File: src/rtl/fetch_branch_predictor.sv
// -----------------------------------------------------------------------------
// fetch_branch_predictor
//   IF-stage dynamic branch predictor. A direct-mapped branch target buffer
//   with a 2-bit saturating counter per entry predicts a fetch redirect every
//   cycle. The ID-stage resolver (beq/bne/j) reports the real outcome, which
//   trains the table and raises a mispredict with the correct recovery PC.
//
// Ports
//   clk, rst         rising-edge clock, asynchronous active-high reset
//   lookupPC         PC being fetched in IF
//   predTaken        redirect fetch to predTarget
//   predTarget       predicted target (0 when predTaken=0)
//   updValid         ID resolved a control instruction this cycle
//   updJump          resolved instruction is an unconditional j
//   updPC            PC of the resolved instruction
//   updTaken         actual outcome (1 for j)
//   updTarget        actual target
//   updPredTaken     prediction that travelled with the instruction
//   updPredTarget    predicted target that travelled with the instruction
//   mispredict       prediction was wrong; flush IF and fetch recoverPC
//   recoverPC        correct next PC (updTarget if taken, else updPC+4)
//   hitCount         saturating count of correctly predicted updates
//   missCount        saturating count of mispredicts
// -----------------------------------------------------------------------------
module fetch_branch_predictor #(
  parameter int ENTRIES = 16,
  parameter int IDX_W   = 4
) (
  input  logic        clk,
  input  logic        rst,
  input  logic [31:0] lookupPC,
  output logic        predTaken,
  output logic [31:0] predTarget,
  input  logic        updValid,
  input  logic        updJump,
  input  logic [31:0] updPC,
  input  logic        updTaken,
  input  logic [31:0] updTarget,
  input  logic        updPredTaken,
  input  logic [31:0] updPredTarget,
  output logic        mispredict,
  output logic [31:0] recoverPC,
  output logic [15:0] hitCount,
  output logic [15:0] missCount
);

  localparam int TAG_W = 32 - IDX_W - 2;

  logic             valid   [ENTRIES];
  logic [TAG_W-1:0] tags    [ENTRIES];
  logic [31:0]      targets [ENTRIES];
  logic [1:0]       ctrs    [ENTRIES];

  // Instructions are word aligned, so PC[1:0] carries no information.
  logic unused_pc_bits;
  assign unused_pc_bits = ^{lookupPC[1:0], updPC[1:0]};

  // ---------------------------------------------------------------------------
  // Lookup: zero-cycle read of the pre-update table (no write bypass).
  // ---------------------------------------------------------------------------
  logic [IDX_W-1:0] lk_idx;
  logic [TAG_W-1:0] lk_tag;
  logic             lk_hit;

  assign lk_idx = lookupPC[IDX_W+1:2];
  assign lk_tag = lookupPC[31:IDX_W+2];
  assign lk_hit = valid[lk_idx] && (tags[lk_idx] == lk_tag);

  always_comb begin
    // NOTE: every output of a combinational block gets a default first so no
    // path leaves it unassigned, which would otherwise infer a latch.
    predTaken  = 1'b0;
    predTarget = 32'h0;
    if (lk_hit && ctrs[lk_idx][1]) begin
      predTaken  = 1'b1;
      predTarget = targets[lk_idx];
    end
  end

  // ---------------------------------------------------------------------------
  // Mispredict detection and recovery PC, straight from the update port.
  // A correct direction with the wrong target still needs a redirect.
  // ---------------------------------------------------------------------------
  assign mispredict = updValid &&
                      ((updTaken != updPredTaken) ||
                       (updTaken && updPredTaken && (updTarget != updPredTarget)));
  assign recoverPC  = updTaken ? updTarget : (updPC + 32'd4);

  // ---------------------------------------------------------------------------
  // Table training
  // ---------------------------------------------------------------------------
  logic [IDX_W-1:0] up_idx;
  logic [TAG_W-1:0] up_tag;
  logic             up_hit;

  assign up_idx = updPC[IDX_W+1:2];
  assign up_tag = updPC[31:IDX_W+2];
  assign up_hit = valid[up_idx] && (tags[up_idx] == up_tag);

  // NOTE: the table is small and built from flops, so it is cleared on reset
  // like any other state; a RAM-based table could not be reset this way.
  always_ff @(posedge clk or posedge rst) begin
    if (rst) begin
      for (int i = 0; i < ENTRIES; i++) begin
        // NOTE: sequential state always uses non-blocking assignment so every
        // flop samples pre-edge values regardless of statement order.
        valid[i]   <= 1'b0;
        tags[i]    <= '0;
        targets[i] <= 32'h0;
        ctrs[i]    <= 2'b01;
      end
    end else if (updValid) begin
      if (up_hit) begin
        if (updJump) begin
          ctrs[up_idx]    <= 2'b11;
          targets[up_idx] <= updTarget;
        end else if (updTaken) begin
          if (ctrs[up_idx] != 2'b11) ctrs[up_idx] <= ctrs[up_idx] + 2'b01;
          targets[up_idx] <= updTarget;
        end else begin
          if (ctrs[up_idx] != 2'b00) ctrs[up_idx] <= ctrs[up_idx] - 2'b01;
        end
      end else if (updTaken) begin
        // Miss on a taken branch: allocate over whatever aliases this slot.
        valid[up_idx]   <= 1'b1;
        tags[up_idx]    <= up_tag;
        targets[up_idx] <= updTarget;
        ctrs[up_idx]    <= updJump ? 2'b11 : 2'b10;
      end
    end
  end

  // ---------------------------------------------------------------------------
  // Accuracy counters: each resolved update bumps exactly one of them.
  // ---------------------------------------------------------------------------
  always_ff @(posedge clk or posedge rst) begin
    if (rst) begin
      hitCount  <= 16'h0;
      missCount <= 16'h0;
    end else if (updValid) begin
      if (mispredict) begin
        if (missCount != 16'hFFFF) missCount <= missCount + 16'd1;
      end else begin
        if (hitCount != 16'hFFFF) hitCount <= hitCount + 16'd1;
      end
    end
  end

endmodule

File: config.mk
export PLATFORM = sky130hd
export DESIGN_NAME = fetch_branch_predictor
export DESIGN_NICKNAME = d
export VERILOG_FILES = /design/src/rtl/fetch_branch_predictor.sv
export SDC_FILE = /design/constraint.sdc
export NUM_CORES = 2
export LEC_CHECK = 0
export BUFFER_PORTS_ARGS = -buffer_cell sky130_fd_sc_hd__buf_4
export CAP_MARGIN = 20
export CORE_MARGIN = 4
export CORE_UTILIZATION = 30
export CTS_CLUSTER_SIZE = 10
export DETAILED_ROUTE_END_ITERATION = 7
export GPL_TIMING_DRIVEN = 0
export PLACE_DENSITY = 0.54
export SETUP_SLACK_MARGIN = 0.05
export SYNTH_ARGS = -nofsm -noshare
export SYNTH_HDL_FRONTEND = slang
export SYNTH_SLANG_ARGS = --single-unit
File: constraint.sdc
create_clock -name clk -period 37.4 [get_ports clk]
set_clock_uncertainty 0.15 [all_clocks]
set_input_delay 3.74 -clock clk [delete_from_list [all_inputs] [get_ports clk]]
set_output_delay 3.74 -clock clk [all_outputs]
set_load 0.05 [all_outputs]
# Word-level counts from Yosys, hierarchy flattened
# Index checks and enable logic that the tools add are counted.
dict set report totals {
  ff_bits 1008
  latchBits 0
  ram_bits 0
  mem_bits_ro 0
  inputBits 134
  out_inout_bits 98
  wordCells 150
  memories 0
}
dict set report classes {
  add_sub_neg 5
  n_mul 0
  div_mod_pow 0
  n_lt_le_gt_ge 3
  n_eq_ne 8
  shifts 0
  n_mux 47
  n_bitwise 6
  reduce_logical 15
}
# op count
set op_table {}
lappend op_table {{512-bit two-way mux} 3}
lappend op_table {{512-bit bitwise mux} 1}
lappend op_table {{416-bit bitwise mux} 1}
lappend op_table {{32-bit two-way mux} 11}
lappend op_table {{26-bit binary-select mux with 4-bit select} 2}
lappend op_table {{26-bit two-way mux} 5}
lappend op_table {{32-bit binary-select mux with 4-bit select} 1}
lappend op_table {{32-bit demux with 4-bit select} 1}
lappend op_table {{26-bit demux with 4-bit select} 1}
lappend op_table {{32-bit bitwise mux} 3}
lappend op_table {{26-bit equality test} 2}
lappend op_table {{16-bit by 1-bit adder with 16-bit output (second input constant)} 2}
lappend op_table {{32-bit by 3-bit adder with 32-bit output (second input constant)} 1}
lappend op_table {{16-bit != test (second input constant)} 2}
lappend op_table {{32-bit != test} 1}
lappend op_table {{32-bit OR} 1}
lappend op_table {{2-bit binary-select mux with 4-bit select} 2}
lappend op_table {{16-bit OR} 1}
lappend op_table {{5-bit >= comparator (second input constant)} 2}
lappend op_table {{2-bit two-way mux} 5}
lappend op_table {{4-bit NOT with 5-bit output} 2}
lappend op_table {{3-bit AND reduction} 3}
lappend op_table {{1-bit binary-select mux with 4-bit select} 2}
lappend op_table {{2-bit demux with 4-bit select} 1}
lappend op_table {{other kinds (14)} 28}

# Depth between registers and ports, before layout
dict set report logic_depth {
  word_depth 10
  mapped_depth 19
}

# Worst setup path before layout
# OpenSTA, ideal clock, no wires.
dict set report synth_path {
  kind {input to output}
  startpoint {input updPC[2]}
  endpoint {output recoverPC[29]}
  arrival_time_ns 7.672
  required_ns 33.510
  setup_slack_ns 25.838
  path_stages 15
  path_cell_list {buf_6 > buf_6 > buf_6 > buf_6 > buf_2 > buf_4 > buf_2 > nand2_1 > nor4_1 > nor2b_1 > and3_1 > nor2b_1 > nand3_1 > xor2_1 > o21ai_0}
}
dict set report synth_via {
  elab_chain_cells 2
}
# item line_no
set synth_rtl {}
lappend synth_rtl {{start: declaration} 36} ;# input logic [31:0] updPC,
lappend synth_rtl {{32-bit by 3-bit adder with 32-bit output} 87} ;# assign recoverPC = updTaken ? updTarget : (updPC + 32'd4);
lappend synth_rtl {{32-bit two-way mux} 87}
lappend synth_rtl {{end: declaration} 42} ;# output logic [31:0] recoverPC,
# Every way passes these cells.

# Worst setup path in the final report
dict set report layout_path {
  startpoint {input lookupPC[4]}
  endpoint {output predTarget[29]}
}
dict set report layout_via {
  elab_chain_cells 8
}
# item line_no
set layout_rtl {}
lappend layout_rtl {{start: declaration} 31} ;# input logic [31:0] lookupPC,
lappend layout_rtl {{4-bit NOT with 5-bit output (implied by the code) (*)} {67, 74, 76}}
lappend layout_rtl {{26-bit binary-select mux with 4-bit select} 67} ;# assign lk_hit = valid[lk_idx] && (tags[lk_idx] == lk_tag);
lappend layout_rtl {{26-bit two-way mux (implied by the code) (2 in series)} 67}
lappend layout_rtl {{26-bit equality test} 67}
lappend layout_rtl {{1-bit logical AND} 67}
lappend layout_rtl {{1-bit logical AND} 74} ;# if (lk_hit && ctrs[lk_idx][1]) begin
lappend layout_rtl {{32-bit two-way mux (*)} 74}
lappend layout_rtl {{end: declaration} 33} ;# output logic [31:0] predTarget,
# Every way passes the cells marked *; elsewhere a longest branch is shown, timed or not. The select of a mux whose other input is x is not followed.

==> qor.csv <==
metric,value,unit
min Tclk post-route,14850,ps
Power Density,53.4,nW/um^2
Max IR drop VDD,41.7,uV
placed insts,6034,
cell internal pwr,2300,uW
Ports,232,
Clk pwr share,0.343,
"FFs w/ async S/R, synth",1.00,
max-slew violations,0,
DRC Markers,0,
CTS tree,yes,
Post-synth EDFFs,0,
compound-cell area share of the yosys netlist,0.0249,
hold buffers post-CTS,0,
Syn Area/Cell,14.9,um^2
Sw Pwr,939,uW
Critical Path Start,lookupPC[4],
dominant cell type by area after synthesis,dfrtp_1,
GRT Total Usage,0.211,
average wire per standard cell,30.8,um
Area Overhead vs Synth,16.8,%
CP Max Fanout,10,
ANT nets after route,0,
CTS H-tree depth,3,
DRT iter0 DRCs,2973,
multiplexer share of the synthesized area,0.387,
CP required,33510,ps
Logic pwr share,0.211,
Placeable Area,172000,um^2
kind of critical path,input pin to output port,
Worst slew margin,0.210,
via count,33600,
Net Sw Frac,0.290,
Clock Latency Late Sink,790,ps
setup violators final,0,
RR Endpoint,tags[80],
largest net degree at the start of global routing,128,
vias in the first global route,34700,
CP Capture Point,predTarget[29],
f_max,67.3,MHz
initial antenna violation count,12,
Cell Rows,152,
initial core utilization,0.302,
multi-input logic area,24700,um^2
first-pass GRT wire length,271000,um
XOR/XNOR Fraction of Synth Area,0.0255,
Synth top area share,0.478,
Worst R2R Path Depth,13,
"top cells by area, synth","dfrtp_1 48%, mux4_2 17%, mux2_2 15%",
Final period util,0.397,
post-synthesis register bit count,1008,
clk slew on worst S/H paths,60,ps
die span in y,424,um
maximum clock insertion buffer count,3,
drt total wl,192000,um
vias per inst,5.38,
Die Wd,424,um
max cap viols,0,
Yosys cell types,69,
DR pass1 iterations,5,
RR Startpoint,tags[229],
yosys warns,0,
HPWL after DPL,136000,um
Routability Congestion,0.914,
register area share after synthesis,0.486,
layout cells sized above 1,0.414,
RSZ-0062 raised after global routing,no,
R2R setup slack,32260,ps
largest family of logic cells by synthesized area,multiplexers,
mapped cell area,51900,um^2
Post-CTS Setup Repair Bufs,0,
worst min-delay path category,flip-flop to flip-flop,
Die Footprint,180000,um^2
"Hold Vio Cnt, Final",0,
Critical Path Source Type,input pin,
Seq pwr share,0.446,
outcome,finished clean,
CP arrival,10960,ps
CTS Buf Count,119,
post-synthesis simple-gate area fraction,0.0366,
clk sink count,1008,
Fillers,16700,
final hold slack,323,ps
clk root buf,clkbuf_16,
number of buffers added on ports,189,
syn_nets,3635,
"commonest cells after routing, fill and taps aside","992 x dfrtp_1, 676 x mux2_2, 381 x mux4_2",
Critical Path End Type,output port,
grt total ovfl,0,
Post-synth top flop,dfrtp_1,
Post-Syn Instances,3492,
Synth Area in Adders,0.00217,
Worst-Margin Slew,1190,ps
"most common cell after layout, fill and taps aside",dfrtp_1,
CTS-repair resized insts,0,
final cell count without fillers,6234,
leakage,0.0259,uW
FF/Latch Area,25200,um^2
# nets final,3992,
[per-stage QoR]
| stage | utilization | cell area, um^2 | worst slack (ps) | TNS, ps | power [uW] |
|---|---|---|---|---|---|
| after global routing | 0.353 | 60600 | 22640 | 0 | 3370 |
| after detailed placement | 0.332 | 57000 | 22570 | 0 | 2140 |
| after global placement | 0.327 | 56200 | -7430 | -7252250 | 2120 |
| after floorplan | - | 51900 | 5170 | 0 | 1910 |
| after CTS | 0.353 | 60600 | 22550 | 0 | 3260 |
| final | 0.353 | 60600 | 22550 | 0 | 3240 |
[registers in the layout, summed over array words and instances, names as in the netlist]
name / flops
targets: 512
tags: 416
ctrs: 32
hitCount: 16
missCount: 16
valid: 16
[worst max-delay path: stages]
cell,delay (ps)
clkbuf_1,480
buf_8,240
clkbuf_1,880
buf_2,760
mux4_2,630
xnor2_1,530
nand4_1,500
nor3_1,490
nand4_1,960
clkbuf_1,660
nor2b_1,720
buf_4,320
[synth_stat cells (8+ instances only)]
| master | n |
|---|---|
| a221oi_1 | 14 |
| a22o_1 | 8 |
| a22oi_1 | 11 |
| and2_1 | 13 |
| and3_1 | 18 |
| buf_1 | 43 |
| buf_2 | 37 |
| buf_4 | 49 |
| buf_6 | 36 |
| clkbuf_1 | 181 |
| dfrtp_1 | 992 |
| dfstp_2 | 16 |
| ha_1 | 9 |
| inv_1 | 28 |
| mux2_1 | 277 |
| mux2_2 | 676 |
| mux2i_1 | 78 |
| mux4_2 | 381 |
| nand2_1 | 85 |
| nand3_1 | 49 |
| nand4_1 | 18 |
| nor2_1 | 42 |
| nor2_4 | 10 |
| nor2b_1 | 49 |
| nor3_1 | 19 |
| nor4_1 | 12 |
| o211ai_1 | 8 |
| o21ai_0 | 52 |
| o21bai_1 | 8 |
| o22ai_1 | 11 |
| o2bb2ai_1 | 22 |
| or2_1 | 10 |
| xnor2_1 | 81 |
| xor2_1 | 70 |
[per-layer routing]
| layer | wire length, um | global-route usage | up-vias |
|---|---|---|---|
| li1 | - | - | 13800 |
| met2 | 93300 | 0.349 | 1247 |
| met4 | 7630 | 0.0782 | 2 |
| met5 | 13 | 0 | - |
| met3 | 12000 | 0.0418 | 330 |
| met1 | 79100 | 0.274 | 18200 |
[area by class of cell]
type,instances,area share
buffer,347,0.0301
timing repair buffer,236,0.0360
multi-input combinational,2105,0.408
antenna,8,0.000330
clock buffer,170,0.0547
inverter,32,0.00210
clock inverter,18,0.00472
tap,2310,0.0477
sequential,1008,0.416
[kinds of logic after synthesis]
group                      Yosys count
muxes                             1412
DFF                               1008
AOI/OAI and AO/OA                  180
xor gates and xnor gates           151
adders and majority gates            9
buffers and inverters              379
and+or+nand+nor                    353
[worst min path at each step]
| stage | start | to | cells after the start | slack, ps |
|---|---|---|---|---|
| after global routing | targets[348] | targets[348] | 1 | 340 |
| after CTS | ctrs[0] | ctrs[0] | 2 | 320 |
| after global placement | targets[399] | targets[399] | 1 | 310 |
| final | ctrs[0] | ctrs[0] | 2 | 320 |
| after floorplan | valid[8] | valid[8] | 1 | 300 |
| after detailed placement | ctrs[0] | ctrs[0] | 2 | 310 |
[power by group through the flow]
stage	registers (uW)	clock network, uW	logic (uW)
final	1440	1110	683
after global routing	1470	1170	726
after CTS	1440	1130	685
after detailed placement	1460	0	683
after global placement	1460	0	663
after floorplan	1440	0	475
Power figures use the tool's default switching activity.
